**config.mk**
```make
export PLATFORM = sky130hd
export DESIGN_NAME = variance_stream
export DESIGN_NICKNAME = d
export VERILOG_FILES = /design/src/rtl/variance_stream.sv
export SDC_FILE = /design/constraint.sdc
export NUM_CORES = 1
export LEC_CHECK = 0
export CORE_UTILIZATION = 60
export DETAILED_ROUTE_END_ITERATION = 8
export PLACE_DENSITY = 0.89
export SLEW_MARGIN = 20
export SYNTH_ARGS = -nofsm -noshare
export SYNTH_HDL_FRONTEND = slang
export SYNTH_SLANG_ARGS = --single-unit
```
**constraint.sdc**
```tcl
create_clock -name clk -period 24.7 [get_ports clk]
set_input_delay 4.94 -clock clk [delete_from_list [all_inputs] [get_ports clk]]
set_output_delay 4.94 -clock clk [all_outputs]
set_load 0.05 [all_outputs]
```
**src/rtl/variance_stream.sv**
```systemverilog
// variance_stream: collects N signed fixed-point samples per window, then
// reports the floor mean and the population variance of that window.
// Flow: LOAD (gather N samples) -> MEAN (1 cycle) -> ACC (N cycles) -> OUT.
module variance_stream #(
   parameter int N    = 4,
   parameter int DW   = 16,
   parameter int FRAC = 8
) (
   input  logic          clk,
   input  logic          rst_n,
   input  logic          clr,
   input  logic          in_valid,
   output logic          in_ready,
   input  logic [DW-1:0] in_data,
   output logic          out_valid,
   input  logic          out_ready,
   output logic [DW-1:0] mean,
   output logic [DW-1:0] variance
);

   localparam int LOG2N = $clog2(N);
   localparam int SW    = DW + LOG2N;           // running sum width
   localparam int DFW   = DW + 1;               // deviation width
   localparam int SQW   = 2 * DW + 2;           // squared deviation width
   localparam int ACCW  = 2 * DW + 2 + LOG2N;   // sum of squares width
   localparam int SHIFT = LOG2N + FRAC;         // divide by N, drop one FRAC

   localparam logic [LOG2N-1:0] CNT_ZERO = {LOG2N{1'b0}};
   localparam logic [LOG2N-1:0] CNT_ONE  = LOG2N'(1);
   localparam logic [LOG2N-1:0] CNT_LAST = LOG2N'(N - 1);
   localparam logic [ACCW-1:0]  VAR_MAX  = {{(ACCW - DW + 1){1'b0}}, {(DW - 1){1'b1}}};

   typedef enum logic [1:0] {
      S_LOAD = 2'd0,
      S_MEAN = 2'd1,
      S_ACC  = 2'd2,
      S_OUT  = 2'd3
   } state_t;

   // Scales the sum of squares down to the sample Q format and clamps it
   // to the largest positive result value.
   function automatic logic [DW-1:0] sat_var(input logic [ACCW-1:0] a);
      logic [ACCW-1:0] sh;
      sh = a >> SHIFT;
      if (sh > VAR_MAX) begin
         sat_var = VAR_MAX[DW-1:0];
      end else begin
         sat_var = sh[DW-1:0];
      end
   endfunction

   state_t                  state_q, state_d;
   logic [LOG2N-1:0]        cnt_q, cnt_d;
   logic signed [SW-1:0]    sum_q, sum_d;
   logic [ACCW-1:0]         acc_q, acc_d;
   logic [DW-1:0]           mean_q, mean_d;
   logic [DW-1:0]           var_q, var_d;
   logic                    in_ready_q;
   logic                    out_valid_q;
   logic [DW-1:0]           samp_q [N];

   logic                    samp_we_s;
   logic signed [SW-1:0]    sum_ext_s;
   logic signed [DFW-1:0]   diff_s;
   logic signed [SQW-1:0]   diff_x_s;
   logic signed [SQW-1:0]   sq_s;
   logic [ACCW-1:0]         acc_add_s;

   // Datapath helpers: sign-extended sample, deviation of buffered sample
   // cnt from the registered mean, its square and the updated sum of squares.
   always_comb begin
      sum_ext_s = {{LOG2N{in_data[DW-1]}}, in_data};
      diff_s    = $signed({samp_q[cnt_q][DW-1], samp_q[cnt_q]})
                - $signed({mean_q[DW-1], mean_q});
      diff_x_s  = SQW'(diff_s);
      sq_s      = diff_x_s * diff_x_s;
      acc_add_s = acc_q + {{LOG2N{1'b0}}, sq_s};
   end

   // Next-state and datapath control; clr overrides every handshake.
   always_comb begin
      state_d   = state_q;
      cnt_d     = cnt_q;
      sum_d     = sum_q;
      acc_d     = acc_q;
      mean_d    = mean_q;
      var_d     = var_q;
      samp_we_s = 1'b0;
      if (clr) begin
         state_d = S_LOAD;
         cnt_d   = CNT_ZERO;
         sum_d   = {SW{1'b0}};
      end else begin
         case (state_q)
            S_LOAD: begin
               if (in_valid && in_ready_q) begin
                  samp_we_s = 1'b1;
                  sum_d     = sum_q + sum_ext_s;
                  if (cnt_q == CNT_LAST) begin
                     cnt_d   = CNT_ZERO;
                     state_d = S_MEAN;
                  end else begin
                     cnt_d = cnt_q + CNT_ONE;
                  end
               end else begin
                  samp_we_s = 1'b0;
               end
            end
            S_MEAN: begin
               // floor division by N through an arithmetic shift
               mean_d  = DW'(sum_q >>> LOG2N);
               acc_d   = {ACCW{1'b0}};
               state_d = S_ACC;
            end
            S_ACC: begin
               acc_d = acc_add_s;
               if (cnt_q == CNT_LAST) begin
                  cnt_d   = CNT_ZERO;
                  var_d   = sat_var(acc_add_s);
                  state_d = S_OUT;
               end else begin
                  cnt_d = cnt_q + CNT_ONE;
               end
            end
            S_OUT: begin
               if (out_valid_q && out_ready) begin
                  state_d = S_LOAD;
                  cnt_d   = CNT_ZERO;
                  sum_d   = {SW{1'b0}};
               end else begin
                  state_d = S_OUT;
               end
            end
            default: begin
               state_d = S_LOAD;
               cnt_d   = CNT_ZERO;
               sum_d   = {SW{1'b0}};
            end
         endcase
      end
   end

   // Control and result registers; handshake flags are registered so that
   // in_ready never follows in_valid or out_ready combinationally.
   always_ff @(posedge clk or negedge rst_n) begin
      if (!rst_n) begin
         state_q     <= S_LOAD;
         cnt_q       <= CNT_ZERO;
         sum_q       <= {SW{1'b0}};
         acc_q       <= {ACCW{1'b0}};
         mean_q      <= {DW{1'b0}};
         var_q       <= {DW{1'b0}};
         in_ready_q  <= 1'b0;
         out_valid_q <= 1'b0;
      end else begin
         state_q     <= state_d;
         cnt_q       <= cnt_d;
         sum_q       <= sum_d;
         acc_q       <= acc_d;
         mean_q      <= mean_d;
         var_q       <= var_d;
         in_ready_q  <= (state_d == S_LOAD);
         out_valid_q <= (state_d == S_OUT);
      end
   end

   // Sample buffer; stale contents are harmless because every window
   // overwrites all N entries before they are read.
   always_ff @(posedge clk) begin
      if (samp_we_s) begin
         samp_q[cnt_q] <= in_data;
      end
   end

   assign in_ready  = in_ready_q;
   assign out_valid = out_valid_q;
   assign mean      = mean_q;
   assign variance  = var_q;

endmodule

```
# After elaboration in Yosys (flattened, before gate mapping)
# Memories as Yosys holds them, arrays and structs flattened.
# Cells that the tools add are included.
# totals
register_bits,92
mem_bits_rw,64
inputBits,21
out_inout_bits,34
wordCells,57
mem_count,1
# memory_table
memory,depth,word_bits,read_ports,rd_ports_with_merged_regs,wr,line_no,text
samp_q,4,16,1,0,1,60,logic [DW-1:0] samp_q [N];
# op_classes
add_sub_neg,4
n_mul,1
n_lt_le_gt_ge,1
n_eq_ne,7
n_mux,22
bitwise,1
reduce_logical,12
# ops
cell,n
$pmux W36 S2,1
$mux W18,3
$add A36 B34 Y36,1
$pmux W18 S2,1
$mul A17 B17 Y34,1
$gt A26 B15 Y1 const B,1
$add A18 B16 Y18,1
$mux W2,9
$sub A16 B16 Y17,1
$mux W16,1
$reduce_and A3 Y1,3
$eq A2 B2 Y1 const B,4
$pmux W2 S4,1
$ne A3 B3 Y1 const B,2
$pmux W2 S3,1
$mux W1,5
$logic_not A2 Y1,2
$reduce_and A2 Y1,2
$reduce_bool A4 Y1,1
$reduce_bool A3 Y1,1
$add A2 B1 Y2 const B,1
$eq A2 B1 Y1 const B,1
$logic_and A1 B1 Y1,2
$reduce_bool A2 Y1,1
$not A1 Y1,1

# Logic depth before layout (Yosys ltp)
# logic_depth
depth_word,6
mapped_depth,54
mapped_depth_nobuf,50

# Worst setup path before layout
# OpenSTA, ideal clock, no wires.
# synth_timing
kind,register to register
start,reg cnt_q[0]
end,reg var_q[10] (netlist: variance[10])
setup_time_ps,139
t_arrival_ps,11489
t_required_ps,24561
path_slack_ps,13072
path_stages_with_launch,49
path_buffers,5
period_less_slack_ps,11628
path_cell_list,dfrtp_1 -> clkbuf_1 -> mux4_2 -> inv_1 -> ha_1 -> inv_1 -> fa_1 -> a21o_1 -> a21o_1 -> a21oi_1 -> o21ai_1 -> a211o_1 -> a31o_2 -> a21oi_1 -> nand2b_1 -> a31o_2 -> clkbuf_1 -> inv_2 -> [13 not listed] -> o21a_1 -> o21ai_0 -> nor2_1 -> a21oi_1 -> o31ai_1 -> o41ai_1 -> o21ba_2 -> xnor2_1 -> ha_1 -> clkbuf_1 -> a21oi_1 -> or3b_2 -> a21oi_1 -> nor2_1 -> xnor2_1 -> o2111a_1 -> clkbuf_1 -> a31oi_1
# synth_via
elab_chain_cells,6
elab_cells_between_ends,8
classes_between,add/sub (2); mul (1); order compare (1); eq/ne (1); mux (1); reduce/logical (1); memory (1)
# synth_rtl
item,line_no,text
start: declaration,53,"logic [LOG2N-1:0] cnt_q, cnt_d;"
start signal: assignment,157,cnt_q <= cnt_d;
$mem_v2 Z4 W16,-,
$sub A16 B16 Y17,74,"- $signed({mean_q[DW-1], mean_q});"
$mul A17 B17 Y34,76,sq_s = diff_x_s * diff_x_s;
$add A36 B34 Y36,77,"acc_add_s = acc_q + {{LOG2N{1'b0}}, sq_s};"
$gt A26 B15 Y1,45,if (sh > VAR_MAX) begin
$mux W16,45,
end signal: assignment,152,var_q <= {DW{1'b0}};
end signal: assignment,161,var_q <= var_d;
end: declaration,57,"logic [DW-1:0] var_q, var_d;"
# Several ways; a longest one is shown, not always the timed one.
# A chain may end at the register's enable or synchronous reset.

# Worst setup path in the final report
# layout_timing
start,reg cnt_q[1]
end,reg var_q[6] (netlist: variance[6])
# Same word-level chain as after synthesis.

==> impl_metrics.py <==
metrics = {
    "route": {
        "route.detailed.drc": 0,
        "wl_met2_um": 23500,
        "wl_met1_um": 16700,
        "drtIter0Drc": 1083,
        "num_vias": 14200,
        "via_per_inst": 6.00,
        "wl_per_cell_um": 19.3,
        "drt-pass1-iter-count": 6,
        "wl_met3_um": 3320,
        "drt-total-wl_um": 45900,
        "highest_layer": "met4",
        "ant_nets": 0,
    },
    "timing": {
        "rsz0062_at_grt": "false",
        "timing.final.setup_violations": 0,
        "timing.hold.ws_ns": 0.480,
        "timing.final.crit_period_ns": 13.01,
        "relSlewSlack_pct": 34.6,
        "fin_worst_skew_ns": 0.0114,
        "worst_pin_slew_ns": 0.978,
        "drv_slew": 0,
        "clock.fmax_ghz": 0.0769,
        "post-route-period-util_pct": 52.7,
        "finalHoldViolCount": 0,
        "tns_ns": 0,
    },
    "synthesis": {
        "netlist_area_mm2": 0.0188,
        "synthFlopType": "dfrtp_1",
        "yosysMostFrequentCell": "inv_1",
        "async_flop_share_pct": 59.0,
        "yosysTopAreaCell": "fa_1",
        "synth_edf_count": 64,
        "synth_cell_types": 67,
        "synth_nets": 2381,
        "syn_area_per_cell_um2": 9.75,
        "synth_commonest_cells": "370 x inv_1, 272 x fa_1, 201 x nand2_1",
        "yosysWarnings": 0,
        "synth_top_area_share_pct": 29.0,
        "synthCells": 1924,
        "yosys_register_bits": 156,
        "ys_top_cells_by_area": "fa_1 29%, dfrtp_1 12%, ha_1 11%",
        "ys_seq_area_share_pct": 22.5,
    },
    "setup_path": {
        "setup.worst_path.end_class": "flop",
        "ff2ff_setup_slack_ns": 11.69,
        "r2r-start": "cnt_q[1]$_DFFE_PN0P_",
        "rr_endpoint": "variance[6]$_DFFE_PN0P_",
        "critPathLaunchType": "flop",
        "cp_num_buf_inv": 6,
        "reg2regPathDepth": 46,
        "cp_slowest_cell": "dfrtp_1",
        "crit_required_ns": 24.98,
        "cpPeakStageDelay_ns": 0.92,
        "cp_common_cell": "fa_1",
        "path_class": "flop to flop",
        "critical_path.max_fanout": 20,
        "worstPathArrival_ns": 13.29,
        "crit_family": "compound AO/OA/AOI/OAI gates",
    },
    "layout": {
        "utilization_pct": 66.3,
        "fin_area_mm2": 0.0203,
        "area_growth_pct": 8.39,
        "regArea_mm2": 0.00422,
        "multi_input_area_mm2": 0.0129,
        "num_antenna_cells": 0,
        "layout-drive-gt1-share_pct": 4.60,
        "fin_nets": 2422,
        "fill_cells": 2216,
    },
    "worst_hold_path": {
        "hold_path_depth": 2,
        "hp-start": "acc_q[0]$_DFFE_PN0P_",
        "worstHoldEndpoint": "acc_q[0]$_DFFE_PN0P_",
        "hold_class": "flop to flop",
    },
    "global_routing": {
        "grt_pass1_wl_um": 75900,
        "overflow": 0,
        "track_usage_pct": 31.0,
        "grt_max_degree": 50,
        "antenna_found_initial": 0,
        "grt_pass1_vias": 15400,
    },
    "status": {
        "status": "finished, final reports clean",
    },
    "placement": {
        "placed_area_mm2": 0.0197,
        "hpwl_um": 36500,
        "io_buffers": 54,
        "gp_congestion": 0.937,
    },
    "floorplan": {
        "start_util_pct": 61.2,
        "die_area_mm2": 0.0320,
        "io_pins": 55,
        "rows": 64,
        "fp.dieW_um": 179,
        "die_y_um": 179,
        "core_area_mm2": 0.0307,
    },
    "clock_tree": {
        "clock_latency_ns": 0.45,
        "root_buffer": "clkbuf_16",
        "cts_setup_buffers": 0,
        "cts.sinks": 156,
        "post_cts_resized": 0,
        "clk_path_buf_depth": 2,
        "clk_pin_slew_ns": 0.07,
        "htree_levels": 4,
        "cts_tree": "built",
        "cts_buffers": 17,
        "cts_hold_buf": 0,
    },
    "run": {
        "drv_cap": 0,
    },
}
[routing by layer]
layer,GRT usage [%],vias to the layer above
met5,0,-
met4,16.6,0
met3,5.53,187
met2,54.0,663
met1,36.5,7086
li1,-,6297
[stage by stage]
step | cells | setup WS, ns
5_1_grt | 2374 | 10.79
4_1_cts | 2374 | 11.83
2_1_floorplan | 1924 | 13.07
3_5_place_dp | 2342 | 11.87
3_3_place_gp | 2342 | 12.42
6_report | 2374 | 11.69
[worst max path at each step]
| stage | from | to | cells after the start |
|---|---|---|---|
| global placement | cnt_q[1]$_DFFE_PN0P_ | variance[14]$_DFFE_PN0P_ | 46 |
| global route | cnt_q[1]$_DFFE_PN0P_ | variance[6]$_DFFE_PN0P_ | 46 |
| CTS | cnt_q[1]$_DFFE_PN0P_ | variance[6]$_DFFE_PN0P_ | 46 |
| detailed placement | cnt_q[1]$_DFFE_PN0P_ | variance[6]$_DFFE_PN0P_ | 46 |
| finish | cnt_q[1]$_DFFE_PN0P_ | variance[6]$_DFFE_PN0P_ | 46 |
| floorplan | cnt_q[0]$_DFFE_PN0P_ | variance[10]$_DFFE_PN0P_ | 48 |
[flip-flops by register name, summed over array words and instances, names as in the netlist]
name and count:
samp_q 64, acc_q 36, sum_q 18, mean 16, variance 16, cnt_q 2
state_q 2, in_ready 1, out_valid 1
[cell type report]
type,count,share of cell area [%]
clock buffers,18,2.16
clock inverters,14,0.751
inverters,373,6.89
multi-input cells,1345,63.7
flip-flops and latches,156,20.8
well taps,396,2.44
repair buffers,72,3.31
[tightest hold or removal path, cell delays in order, from the launching register on]
cell     delay (ns)
dfrtp_1        0.35
nand2_1        0.05
nand2_1        0.05
[logic make-up after synthesis]
group	share of synthesized area [%]
adder cells (fa/ha/maj)	40.0
buffers and inverters	8.50
AO/OA/AOI/OAI	11.8
multiplexers	2.21
XOR/XNOR	4.48
flip-flops	22.5
AND/OR/NAND/NOR	10.5
[cells in the final DEF (no fill, tap or decap), drive strengths merged, types with 4 or more instances in the layout]
cell           count
a211o              4
a211oi            10
a21o              40
a21oi             95
a22o              16
a31o               4
a31oi             20
and2              28
and3               9
buf               19
clkbuf            18
clkdlybuf4s50     53
clkinv             6
dfrtp             92
edfxtp            64
fa               272
ha               164
inv              379
mux4              16
nand2            201
nand2b            13
nand3             26
nor2             120
nor2b             12
nor3              18
o211ai             7
o21a               8
o21ai             86
o21bai            11
o31ai             13
or2                4
or3                7
xnor2             71
xor2              25
Power is left out: the tool's default activity adds up to more than one toggle a clock period on the data nets, which glitch-free logic cannot reach.
